==> src/rtl/inst_fetch.sv <==
// Instruction-fetch stage: owns the fetch PC and drives a single-outstanding imem port.
// Fetched {pc, inst} pairs are queued in a 2-entry buffer that FI_ID drains.
module inst_fetch #(
    parameter logic [31:0] RESET_PC = 32'h0000_0000
) (
    input  logic        clk,
    input  logic        rst,
    input  logic        pause,
    input  logic        redirect,
    input  logic [31:0] redirect_pc,
    output logic        imem_req,
    output logic [31:0] imem_addr,
    input  logic        imem_ready,
    input  logic [31:0] imem_rdata,
    output logic [31:0] pc_o,
    output logic [31:0] inst_o,
    output logic        valid_o
);

    typedef enum logic {
        ST_FETCH   = 1'b0,
        ST_DISCARD = 1'b1
    } state_t;

    state_t      r_state;
    state_t      w_state_next;
    logic [31:0] r_fetch_pc;
    logic [31:0] w_fetch_pc_next;
    logic [31:0] r_discard_addr;
    logic [31:0] w_discard_addr_next;
    logic [1:0]  r_count;
    logic [1:0]  w_count_next;
    logic        r_head;
    logic        w_head_next;

    logic [31:0] r_buf_pc   [2];
    logic [31:0] r_buf_inst [2];

    logic        w_push;
    logic        w_pop;
    logic        w_tail;
    logic        w_empty;
    logic [1:0]  w_wr_en;
    logic [31:0] w_redirect_target;

    // Word-align the branch target; the low two bits carry no meaning here.
    assign w_redirect_target = redirect_pc & 32'hFFFF_FFFC;

    assign w_empty = (r_count == 2'd0);
    assign w_tail  = r_head ^ r_count[0];

    // Memory port: only registered state (and rst) feeds req/addr.
    assign imem_req  = !rst && (((r_state == ST_FETCH) && (r_count != 2'd2)) ||
                                (r_state == ST_DISCARD));
    assign imem_addr = (r_state == ST_DISCARD) ? r_discard_addr : r_fetch_pc;

    assign valid_o = !w_empty;
    assign pc_o    = w_empty ? r_fetch_pc : r_buf_pc[r_head];
    assign inst_o  = w_empty ? 32'h0000_0000 : r_buf_inst[r_head];

    // A redirect suppresses the push of any response arriving in the same cycle.
    assign w_push = (r_state == ST_FETCH) && imem_req && imem_ready && !redirect;
    assign w_pop  = valid_o && !pause;

    generate
        for (genvar gi = 0; gi < 2; gi++) begin : g_wr_en
            assign w_wr_en[gi] = w_push && (w_tail == (gi != 0));
        end
    endgenerate

    always_ff @(posedge clk or posedge rst) begin
        if (rst) begin
            r_state        <= ST_FETCH;
            r_fetch_pc     <= RESET_PC;
            r_discard_addr <= RESET_PC;
            r_count        <= 2'd0;
            r_head         <= 1'b0;
        end else begin
            r_state        <= w_state_next;
            r_fetch_pc     <= w_fetch_pc_next;
            r_discard_addr <= w_discard_addr_next;
            r_count        <= w_count_next;
            r_head         <= w_head_next;
        end
    end

    always_ff @(posedge clk or posedge rst) begin
        if (rst) begin
            for (int i = 0; i < 2; i++) begin
                r_buf_pc[i]   <= 32'h0000_0000;
                r_buf_inst[i] <= 32'h0000_0000;
            end
        end else begin
            for (int i = 0; i < 2; i++) begin
                if (w_wr_en[i]) begin
                    r_buf_pc[i]   <= r_fetch_pc;
                    r_buf_inst[i] <= imem_rdata;
                end
            end
        end
    end

    always_comb begin
        w_state_next        = r_state;
        w_fetch_pc_next     = r_fetch_pc;
        w_discard_addr_next = r_discard_addr;
        w_count_next        = r_count;
        w_head_next         = r_head;

        if (w_pop) begin
            w_head_next = ~r_head;
        end

        case (r_state)
            ST_FETCH: begin
                // An un-answered request cannot be withdrawn; park on it and drop its data.
                if (redirect && imem_req && !imem_ready) begin
                    w_state_next        = ST_DISCARD;
                    w_discard_addr_next = r_fetch_pc;
                end
            end
            ST_DISCARD: begin
                if (imem_ready) begin
                    w_state_next = ST_FETCH;
                end
            end
            default: begin
                w_state_next = ST_FETCH;
            end
        endcase

        if (redirect) begin
            w_count_next    = 2'd0;
            w_fetch_pc_next = w_redirect_target;
        end else begin
            if (w_push) begin
                w_fetch_pc_next = r_fetch_pc + 32'd4;
            end
            case ({w_push, w_pop})
                2'b10:   w_count_next = r_count + 2'd1;
                2'b01:   w_count_next = r_count - 2'd1;
                default: w_count_next = r_count;
            endcase
        end
    end

endmodule

==> config.mk <==
export PLATFORM = sky130hd
export DESIGN_NAME = inst_fetch
export DESIGN_NICKNAME = d
export VERILOG_FILES = /design/src/rtl/inst_fetch.sv
export SDC_FILE = /design/constraint.sdc
export NUM_CORES = 1
export LEC_CHECK = 0
export ABC_CLOCK_PERIOD_IN_PS = 7600
export CAP_MARGIN = 20
export CORE_MARGIN = 5
export CORE_UTILIZATION = 53
export CTS_CLUSTER_DIAMETER = 60
export CTS_CLUSTER_SIZE = 16
export DETAILED_ROUTE_END_ITERATION = 16
export PLACE_DENSITY = 0.92
export SLEW_MARGIN = 20
export SYNTH_ARGS = -nofsm -noshare
export SYNTH_HDL_FRONTEND = slang
export SYNTH_SLANG_ARGS = --single-unit
==> constraint.sdc <==
create_clock -name clk -period 7.6 [get_ports clk]
set_input_delay 1.9 -clock clk [delete_from_list [all_inputs] [get_ports clk]]
set_output_delay 1.9 -clock clk [all_outputs]
set_load 0.01 [all_outputs]
==> impl_metrics.json, run 1 <==
{
  "status": "finished clean",
  "avgSynthCellArea_um2": 11.9,
  "grtUsageTotal": 0.217,
  "fin_setup_tns_ns": 0,
  "cts_setup_buffers": 0,
  "cp_common_cell": "clkdlybuf4s50_1",
  "slew_headroom": 0.279,
  "required_ns": 5.70,
  "drt.antenna.violating_nets": 0,
  "hold_viol": 0,
  "cts_tree": "done",
  "holdBufCountCts": 0,
  "die_w_um": 142,
  "cp_cell_sequence": "clkdlybuf4s50_1 -> nor2_1 -> clkdlybuf4s50_1",
  "antenna_found_initial": 0,
  "multi_input_area_mm2": 0.00425,
  "synth_area_mm2": 0.00929,
  "clkTransAtPathRegs_ns": 0.06,
  "synth_edf_count": 0,
  "end_kind": "primary output",
  "ir_drop_v": 0.000183,
  "ys_seq_elements": 188,
  "hold_slack_ns": 0.489,
  "drc": 0,
  "synth_common_cells": "dfrtp_1, mux2_2, nand2_1, mux2i_1, o21ai_0",
  "port_buffers": 160,
  "wl_per_cell_um": 19.0,
  "yosysWarnings": 0,
  "fill_cells": 1260,
  "gr-total-overflow": 0,
  "rsz0062_at_grt": "false",
  "post_cts_resized": 0,
  "synth_area_leaders": "dfrtp_1, mux2_2, mux2i_1",
  "dieArea_mm2": 0.0203,
  "cts_buffers": 17,
  "core_area_mm2": 0.0172,
  "nNetsFinal": 970,
  "final.setup_skew_ns": 0.0103,
  "seqCellArea_mm2": 0.00471,
  "drt_iter0_drc": 358,
  "p_leak_nw": 4.91,
  "maxCapViolations": 0,
  "critPathSlowestCell": "clkdlybuf4s50_1",
  "async_reset_ff_frac": 1.00,
  "vias": 6469,
  "synthToLayoutAreaGrowth_pct": 24.3,
  "io_pins": 167,
  "utilization": 0.670,
  "root_buffer": "clkbuf_16",
  "yosys.area.top_type": "dfrtp_1",
  "startpoint_type": "input pin",
  "clk_latency_ns": 0.43,
  "syn_inst": 784,
  "via_per_inst": 5.68,
  "cts_buffer_depth": 2,
  "synth_cell_types": 40,
  "synthMostInstantiatedCell": "dfrtp_1",
  "hpwlAfterDp_um": 13900,
  "tightestPinTransition_ns": 1.08,
  "die_h_um": 142,
  "ys_seq_area_frac": 0.506,
  "firstDrtPassIters": 6,
  "start_util": 0.539,
  "setup_viol": 0,
  "crit_arrival_ns": 3.21,
  "critPathKind": "in -> out",
  "period_minus_slack_ns": 5.11,
  "routed_wl_um": 21600,
  "synth_top_cell_area_share": 0.506,
  "max_freq_mhz": 196,
  "rows": 48,
  "grt_max_degree": 90,
  "diodes": 0,
  "ys.flop_type": "dfrtp_1",
  "crit_fanout": 4,
  "min_period_over_period": 0.673,
  "slew_viol_final": 0,
  "layout-drive-gt1-share": 0.253,
  "cpPeakStageDelay_ns": 0.59,
  "cts_max_level": 4,
  "clock_sinks": 188,
  "min_path_type": "reg -> reg",
  "grt_pass1_vias": 6733,
  "gp_congestion": 0.802,
  "grt_pass1_wl_um": 34900,
  "power.density_mw_per_mm2": 316
}
[metal layers]
layer,vias to the layer above,wire (µm),global-route usage
met5,-,0,0
met3,46,1340,0.0612
met1,3262,9160,0.279
li1,2959,-,-
met4,0,566,0.0755
met2,202,10500,0.355
[per-stage QoR]
step	std cells	area [µm²]	power, W	setup WS (ns)
6_report	1138	11600	0.00365	2.49
5_1_grt	1138	11600	0.00385	2.42
4_1_cts	1138	11600	0.00367	2.49
3_5_place_dp	1106	10900	0.00274	2.49
3_3_place_gp	1106	10900	0.00267	2.56
2_1_floorplan	787	9310	0.00236	0.586
[registers in the layout (all words and copies together) (netlist names)]
name	flops
r_state	1
r_fetch_pc	30
r_discard_addr	30
r_count	2
r_head	1
r_buf_pc	60
r_buf_inst	64
[layout by cell type (no fill, tap or decap), types with 3 or more instances in the layout]
cell type and n:
xnor2_1 14, clkbuf_8 3, clkinvlp_4 3, nand3_1 13, conb_1 4, clkbuf_16 17, mux2i_1 63, bufinv_16 3
buf_4 9, mux2_1 10, mux2_2 173, nor4_2 4, o21ai_1 16, and4_1 3, o21ai_0 46, nand4_1 10
nand2_1 72, nor2_1 41, xor2_1 16, and3_1 7, clkbuf_1 3, clkdlybuf4s50_1 159, dfrtp_1 187, inv_1 3
nor2b_1 3
[layout make-up]
cell class	instances	area share
Sequential cell	188	0.408
Inverter	4	0.00173
Timing Repair Buffer	170	0.146
Tap cell	225	0.0244
Clock buffer	23	0.0414
Clock inverter	9	0.0117
Multi-Input combinational cell	519	0.368
[worst max-delay path: cells and delay by family]
family / cells / cell delay (ns)
simple gates: 1 / 0.20
buf+inv: 2 / 1.12
[final timing paths]
path	depth (start not counted)	start	endpoint	slack (ns)
max	3	rst	imem_req	2.49
max in group asynchronous	3	rst	r_head	4.21
min	1	r_discard_addr[30]	r_discard_addr[30]	0.49
min in group asynchronous	2	rst	r_buf_pc[36]	2.08
max reg2reg	5	r_state	r_buf_inst[21]	4.84
min reg2reg	1	r_discard_addr[30]	r_discard_addr[30]	0.49
[kinds of logic (layout without fill, tap and decap cells)]
kind of cell	Yosys count	count (layout)	share of synthesized area
xor+xnor	30	30	0.0283
simple gates	171	171	0.0957
mux	246	246	0.290
fa+ha+maj	1	1	0.00135
flops	188	188	0.506
compound gates	67	67	0.0376
other cells	1	4	0.000403
buf+inv	80	206	0.0409
[where the power goes]
group / total, W / leakage, nW / switching, W / internal, W
combinational: 0.00107 / 2.32 / 0.000422 / 0.000652
sequential: 0.00164 / 2.29 / 0.000253 / 0.00139
clock: 0.000931 / 0.290 / 0.000385 / 0.000546
total: 0.00365 / 4.91 / 0.00106 / 0.00259
Note: power is estimated with default switching activity, not from simulation.
==> inputs of run 2 (changes only) <==
--- a/config.mk
+++ b/config.mk
@@ -5,14 +5,14 @@
 export SDC_FILE = /design/constraint.sdc
 export NUM_CORES = 1
 export LEC_CHECK = 0
-export ABC_CLOCK_PERIOD_IN_PS = 7600
+export ABC_CLOCK_PERIOD_IN_PS = 4500
 export CAP_MARGIN = 20
 export CORE_MARGIN = 5
-export CORE_UTILIZATION = 53
+export CORE_UTILIZATION = 48
 export CTS_CLUSTER_DIAMETER = 60
 export CTS_CLUSTER_SIZE = 16
 export DETAILED_ROUTE_END_ITERATION = 16
-export PLACE_DENSITY = 0.92
+export PLACE_DENSITY = 0.89
 export SLEW_MARGIN = 20
 export SYNTH_ARGS = -nofsm -noshare
 export SYNTH_HDL_FRONTEND = slang
==> constraint.sdc (replaced) <==
create_clock -name clk -period 4.5 [get_ports clk]
set_input_delay 1.125 -clock clk [delete_from_list [all_inputs] [get_ports clk]]
set_output_delay 1.125 -clock clk [all_outputs]
set_load 0.01 [all_outputs]
==> run 2 against run 1 <==
  * Hold slack got worse by 0.0016 ns
  * Routed wire length fell by 2.1%
  * Sequential share of layout area barely moved
  * Register-to-register slack got worse by 2.8 ns
  * Cell count rose by 3.6%
  * Critical path depth rose by 2
  * Setup slack got worse by 1.7 ns
  * Combinational power rose by 67%
  * Sequential power rose by 71%
==> impl_metrics.json, run 2 (synthesis gave the netlist of run 1 again) <==
{
  "pwr-share-seq": 0.472,
  "antenna_found_initial": 0,
  "drt_iter0_drc": 299,
  "slew_headroom": 0.436,
  "min_path_type": "reg -> reg",
  "status": "finished clean",
  "die_h_um": 149,
  "synthToLayoutAreaGrowth_pct": 24.4,
  "largest_register_ffs": 64,
  "nNetsFinal": 976,
  "die_w_um": 149,
  "cp_cell_sequence": "nor2_4 -> buf_4 -> nand2_1 -> o21ai_0 -> clkdlybuf4s50_1",
  "dieArea_mm2": 0.0222,
  "via_per_inst": 5.37,
  "critPathSlowestCell": "clkdlybuf4s50_1",
  "diodes": 0,
  "reg2reg_to": "r_buf_inst[63]",
  "min_delay_path_depth": 1,
  "holdBufCountCts": 0,
  "min_period_over_period": 0.834,
  "cts_tree": "done",
  "final_cell_mix": "dfrtp_1, mux2_2, clkdlybuf4s50_1, nand2_1, mux2i_1",
  "rsz0062_at_grt": "false",
  "p_clk_frac": 0.227,
  "layout_commonest_cell": "dfrtp_1",
  "hold_end": "r_discard_addr[30]",
  "end_kind": "primary output",
  "power.density_mw_per_mm2": 514,
  "hold_viol": 0,
  "grt_max_degree": 80,
  "required_ns": 3.38,
  "drt.antenna.violating_nets": 0,
  "cts_max_level": 4,
  "clock_sinks": 188,
  "cts_setup_buffers": 0,
  "clkTransAtPathRegs_ns": 0.07,
  "hold_slack_ns": 0.488,
  "top_regs": "r_buf_inst x64, r_buf_pc x60",
  "cpPeakStageDelay_ns": 0.61,
  "timing.rr.start": "r_head",
  "routed_wl_um": 21100,
  "clk_latency_ns": 0.42,
  "fin_setup_tns_ns": 0,
  "slew_viol_final": 0,
  "period_minus_slack_ns": 3.75,
  "setup_viol": 0,
  "p_int_w": 0.00418,
  "p_sw_w": 0.00177,
  "critPathKind": "reg -> out",
  "final.setup_skew_ns": 0.00702,
  "post_cts_resized": 0,
  "top_register": "r_buf_inst",
  "core_area_mm2": 0.0189,
  "root_buffer": "clkbuf_16",
  "min_from": "r_discard_addr[30]",
  "drc": 0,
  "max_freq_mhz": 267,
  "p_leak_nw": 4.91,
  "startpoint_type": "register",
  "tightestPinTransition_ns": 0.847,
  "rows": 50,
  "p_comb_frac": 0.301,
  "hpwlAfterDp_um": 14200,
  "timing.reg2reg.setup_slack_ns": 2.03,
  "grt_pass1_wl_um": 34600,
  "gp_congestion": 0.781,
  "layout-drive-gt1-share": 0.259,
  "gr-total-overflow": 0,
  "start_util": 0.492,
  "grt_pass1_vias": 6696,
  "io_pins": 167,
  "ir_drop_v": 0.000311,
  "port_buffers": 160,
  "vias": 6326,
  "worstRegToRegCells": 4,
  "firstDrtPassIters": 4,
  "maxCapViolations": 0,
  "crit_arrival_ns": 2.63,
  "crit_fanout": 42,
  "cts_buffers": 17,
  "wl_per_cell_um": 17.9,
  "grtUsageTotal": 0.195,
  "cts_buffer_depth": 2,
  "switching_share": 0.297
}
## run 2: cell count changes in the layout (fill, tap and decap cells not counted)
| cell | delta |
|---|---|
| clkinv_2 | +7 |
| buf_12 | +1 |
| bufinv_16 | -3 |
| buf_4 | +5 |
| clkbuf_1 | -1 |
| clkbuf_8 | -2 |
| clkinvlp_4 | -1 |
## run 2: how the worst max path moves through the flow
stage          slack, ns             to  startpoint
2_1_floorplan       0.95  r_buf_inst[0]         rst
3_3_place_gp        1.01       imem_req         rst
3_5_place_dp        0.96       imem_req         rst
4_1_cts             0.75       pc_o[30]  r_count[0]
5_1_grt             0.57       pc_o[30]  r_count[0]
6_report            0.75       pc_o[30]  r_count[0]
## run 2: area by class of cell
cell class	count	area [µm²]
clock buffers	20	447
clock inverters	12	73.8
fillers	1487	7330
inverters	4	18.8
multi-input cells	519	4250
flip-flops and latches	188	4710
well taps	260	325
repair buffers	176	1740
## run 2: worst max-delay path: cells and delay by family, from the launching register on
family | cells | cell delay [ns]
AOI/OAI and AO/OA | 1 | 0.17
and+or+nand+nor | 2 | 0.44
DFF | 1 | 0.48
buffers and inverters | 2 | 1.09
## run 2: power by group through the flow
stage                     Clock, W  Sequential (W)  Combinational (W)
after floorplan                  0         0.00260            0.00139
after global placement           0         0.00279            0.00174
after detailed placement         0         0.00283            0.00181
after CTS                  0.00138         0.00280            0.00182
after global routing       0.00147         0.00289            0.00196
final                      0.00135         0.00280            0.00179
## run 2: routing by layer
metal	vias up	share of wire	wire [µm]	GRT usage
met1	3199	0.45	9480	0.258
met3	23	0.046	963	0.0416
met5	-	0	0	0
met2	145	0.49	10300	0.325
met4	0	0.016	340	0.0549
li1	2959	-	-	-
## run 2: through the flow
stage | util | setup WS (ns) | cells | total power, W | cell area (µm²)
after global routing | 0.612 | 0.568 | 1179 | 0.00632 | 11600
after global placement | 0.584 | 1.01 | 1147 | 0.00453 | 11000
after detailed placement | 0.584 | 0.960 | 1147 | 0.00464 | 11000
after CTS | 0.612 | 0.752 | 1179 | 0.00600 | 11600
final | 0.612 | 0.749 | 1179 | 0.00595 | 11600
after floorplan | - | 0.955 | 787 | 0.00399 | 9310
==> inputs of run 3 (changes only) <==
--- a/config.mk
+++ b/config.mk
@@ -5,7 +5,7 @@
 export SDC_FILE = /design/constraint.sdc
 export NUM_CORES = 1
 export LEC_CHECK = 0
-export ABC_CLOCK_PERIOD_IN_PS = 4500
+export ABC_CLOCK_PERIOD_IN_PS = 3000
 export CAP_MARGIN = 20
 export CORE_MARGIN = 5
 export CORE_UTILIZATION = 48
==> constraint.sdc (replaced) <==
create_clock -name clk -period 3 [get_ports clk]
set_input_delay 0.75 -clock clk [delete_from_list [all_inputs] [get_ports clk]]
set_output_delay 0.75 -clock clk [all_outputs]
set_load 0.01 [all_outputs]
==> run 3 against run 2 <==
  * Routed wire length grew 1.3%
  * Highest routed layer unchanged
  * Sequential share of layout area shrank 1.0 points
  * Via count grew 1.4%
  * Hold slack lost 0.0024 ns
  * Flip-flop and latch count is the same
==> impl_metrics.json, run 3 (synthesis gave the netlist of run 1 again) <==
{
  "min_period_over_period": 0.964,
  "diodes": 0,
  "p_leak_nw": 5.05,
  "dieArea_mm2": 0.0222,
  "top_register": "r_buf_inst",
  "synthToLayoutAreaGrowth_pct": 27.7,
  "grtUsageTotal": 0.197,
  "port_buffers": 160,
  "hpwlAfterDp_um": 14500,
  "drt.antenna.violating_nets": 0,
  "cts_max_level": 4,
  "p_int_w": 0.00670,
  "grt_pass1_wl_um": 35200,
  "gp_congestion": 0.792,
  "p_comb_frac": 0.306,
  "gr-total-overflow": 0,
  "drt_iter0_drc": 303,
  "top_regs": "r_buf_inst x64, r_buf_pc x60",
  "nNetsFinal": 986,
  "grt_util_met2": 0.320,
  "ir_drop_v": 0.000510,
  "die_h_um": 149,
  "final.setup_skew_ns": 0.0120,
  "cts_tree": "done",
  "fin_setup_tns_ns": 0,
  "die_w_um": 149,
  "routed_wl_um": 21400,
  "setup_viol": 0,
  "cts_buffers": 17,
  "firstDrtPassIters": 4,
  "rows": 50,
  "drc": 0,
  "p_sw_w": 0.00275,
  "holdBufCountCts": 0,
  "vias": 6414,
  "largest_register_ffs": 64,
  "rsz0062_at_grt": "false",
  "grtUsageMet3": 0.0435,
  "p_clk_frac": 0.260,
  "max_freq_mhz": 346,
  "wl_per_cell_um": 18.0,
  "grt_pass1_vias": 6805,
  "antenna_found_initial": 0,
  "cts_buffer_depth": 2,
  "status": "finished clean",
  "io_pins": 167,
  "start_util": 0.492,
  "clock_sinks": 188,
  "clkTransAtPathRegs_ns": 0.07,
  "startpoint_type": "register",
  "end_kind": "primary output",
  "busiest_layer": "met2",
  "power.density_mw_per_mm2": 797,
  "crit_arrival_ns": 2.14,
  "layout-drive-gt1-share": 0.270,
  "hold_viol": 0,
  "core_area_mm2": 0.0189,
  "pwr-share-seq": 0.434,
  "grtUsageMet1": 0.263,
  "slew_viol_final": 0,
  "clk_latency_ns": 0.43,
  "maxCapViolations": 0,
  "switching_share": 0.291,
  "layout_commonest_cell": "dfrtp_1",
  "hold_slack_ns": 0.485,
  "final_cell_mix": "dfrtp_1, mux2_2, clkdlybuf4s50_1, nand2_1, mux2i_1",
  "min_path_type": "reg -> reg",
  "crit_fanout": 6,
  "critPathKind": "reg -> out",
  "via_per_inst": 5.39,
  "required_ns": 2.25,
  "period_minus_slack_ns": 2.89,
  "root_buffer": "clkbuf_16",
  "grt_max_degree": 74
}
run 3: power groups by stage:
stage | Combinational, W | Sequential [W] | Clock (W)
detailed placement | 0.00286 | 0.00417 | 0
finish | 0.00289 | 0.00411 | 0.00246
global route | 0.00315 | 0.00423 | 0.00261
global placement | 0.00276 | 0.00408 | 0
CTS | 0.00289 | 0.00412 | 0.00249
floorplan | 0.00209 | 0.00389 | 0
run 3: metrics by stage:
step | cells | instance area [µm²] | util | total power [W] | setup WS [ns]
4_1_cts | 1186 | 11800 | 0.625 | 0.00950 | 0.00205
3_5_place_dp | 1154 | 11200 | 0.590 | 0.00702 | 0.119
2_1_floorplan | 787 | 9310 | - | 0.00598 | -0.170
5_1_grt | 1189 | 11900 | 0.628 | 0.00999 | 0.0103
6_report | 1189 | 11900 | 0.628 | 0.00945 | 0.108
3_3_place_gp | 1154 | 11200 | 0.590 | 0.00684 | 0.202
run 3: critical path, stage by stage (launching register included):
cell and delay (ns):
dfrtp_4 0.52, buf_4 0.19, mux2i_1 0.12, o21ai_0 0.27, clkdlybuf4s50_1 0.61
run 3: worst paths after layout:
kind / from / endpoint / slack [ns] / depth (start not counted)
hold / removal: r_discard_addr[31] / r_discard_addr[31] / 0.49 / 1
min in group asynchronous: rst / r_fetch_pc[2] / 0.78 / 2
max in group asynchronous: rst / r_buf_pc[45] / 1.54 / 3
hold reg to reg: r_discard_addr[31] / r_discard_addr[31] / 0.49 / 1
setup reg to reg: r_head / r_buf_pc[50] / 0.77 / 5
setup / recovery: r_head / pc_o[5] / 0.11 / 4
run 3: timing repair:
item	in CTS	in global routing
hold endpoints to repair	0	0
gates resized for setup	5	3
setup endpoints to repair	3	25
buffers inserted	0	2
pin swaps	0	1
gates cloned	0	1
run 3: per-layer routing:
metal	share of wire	vias to the layer above
met5	0	-
met4	0.022	0
met3	0.054	30
met2	0.49	188
li1	-	2984
met1	0.43	3212
run 3: area by class of cell:
cell class,count,area [µm²]
Fill cell,1466,7030
Sequential cell,188,4710
Multi-Input combinational cell,519,4250
Timing Repair Buffer,186,1910
Clock buffer,18,439
Tap cell,260,325
Clock inverter,14,209
Inverter,4,18.8
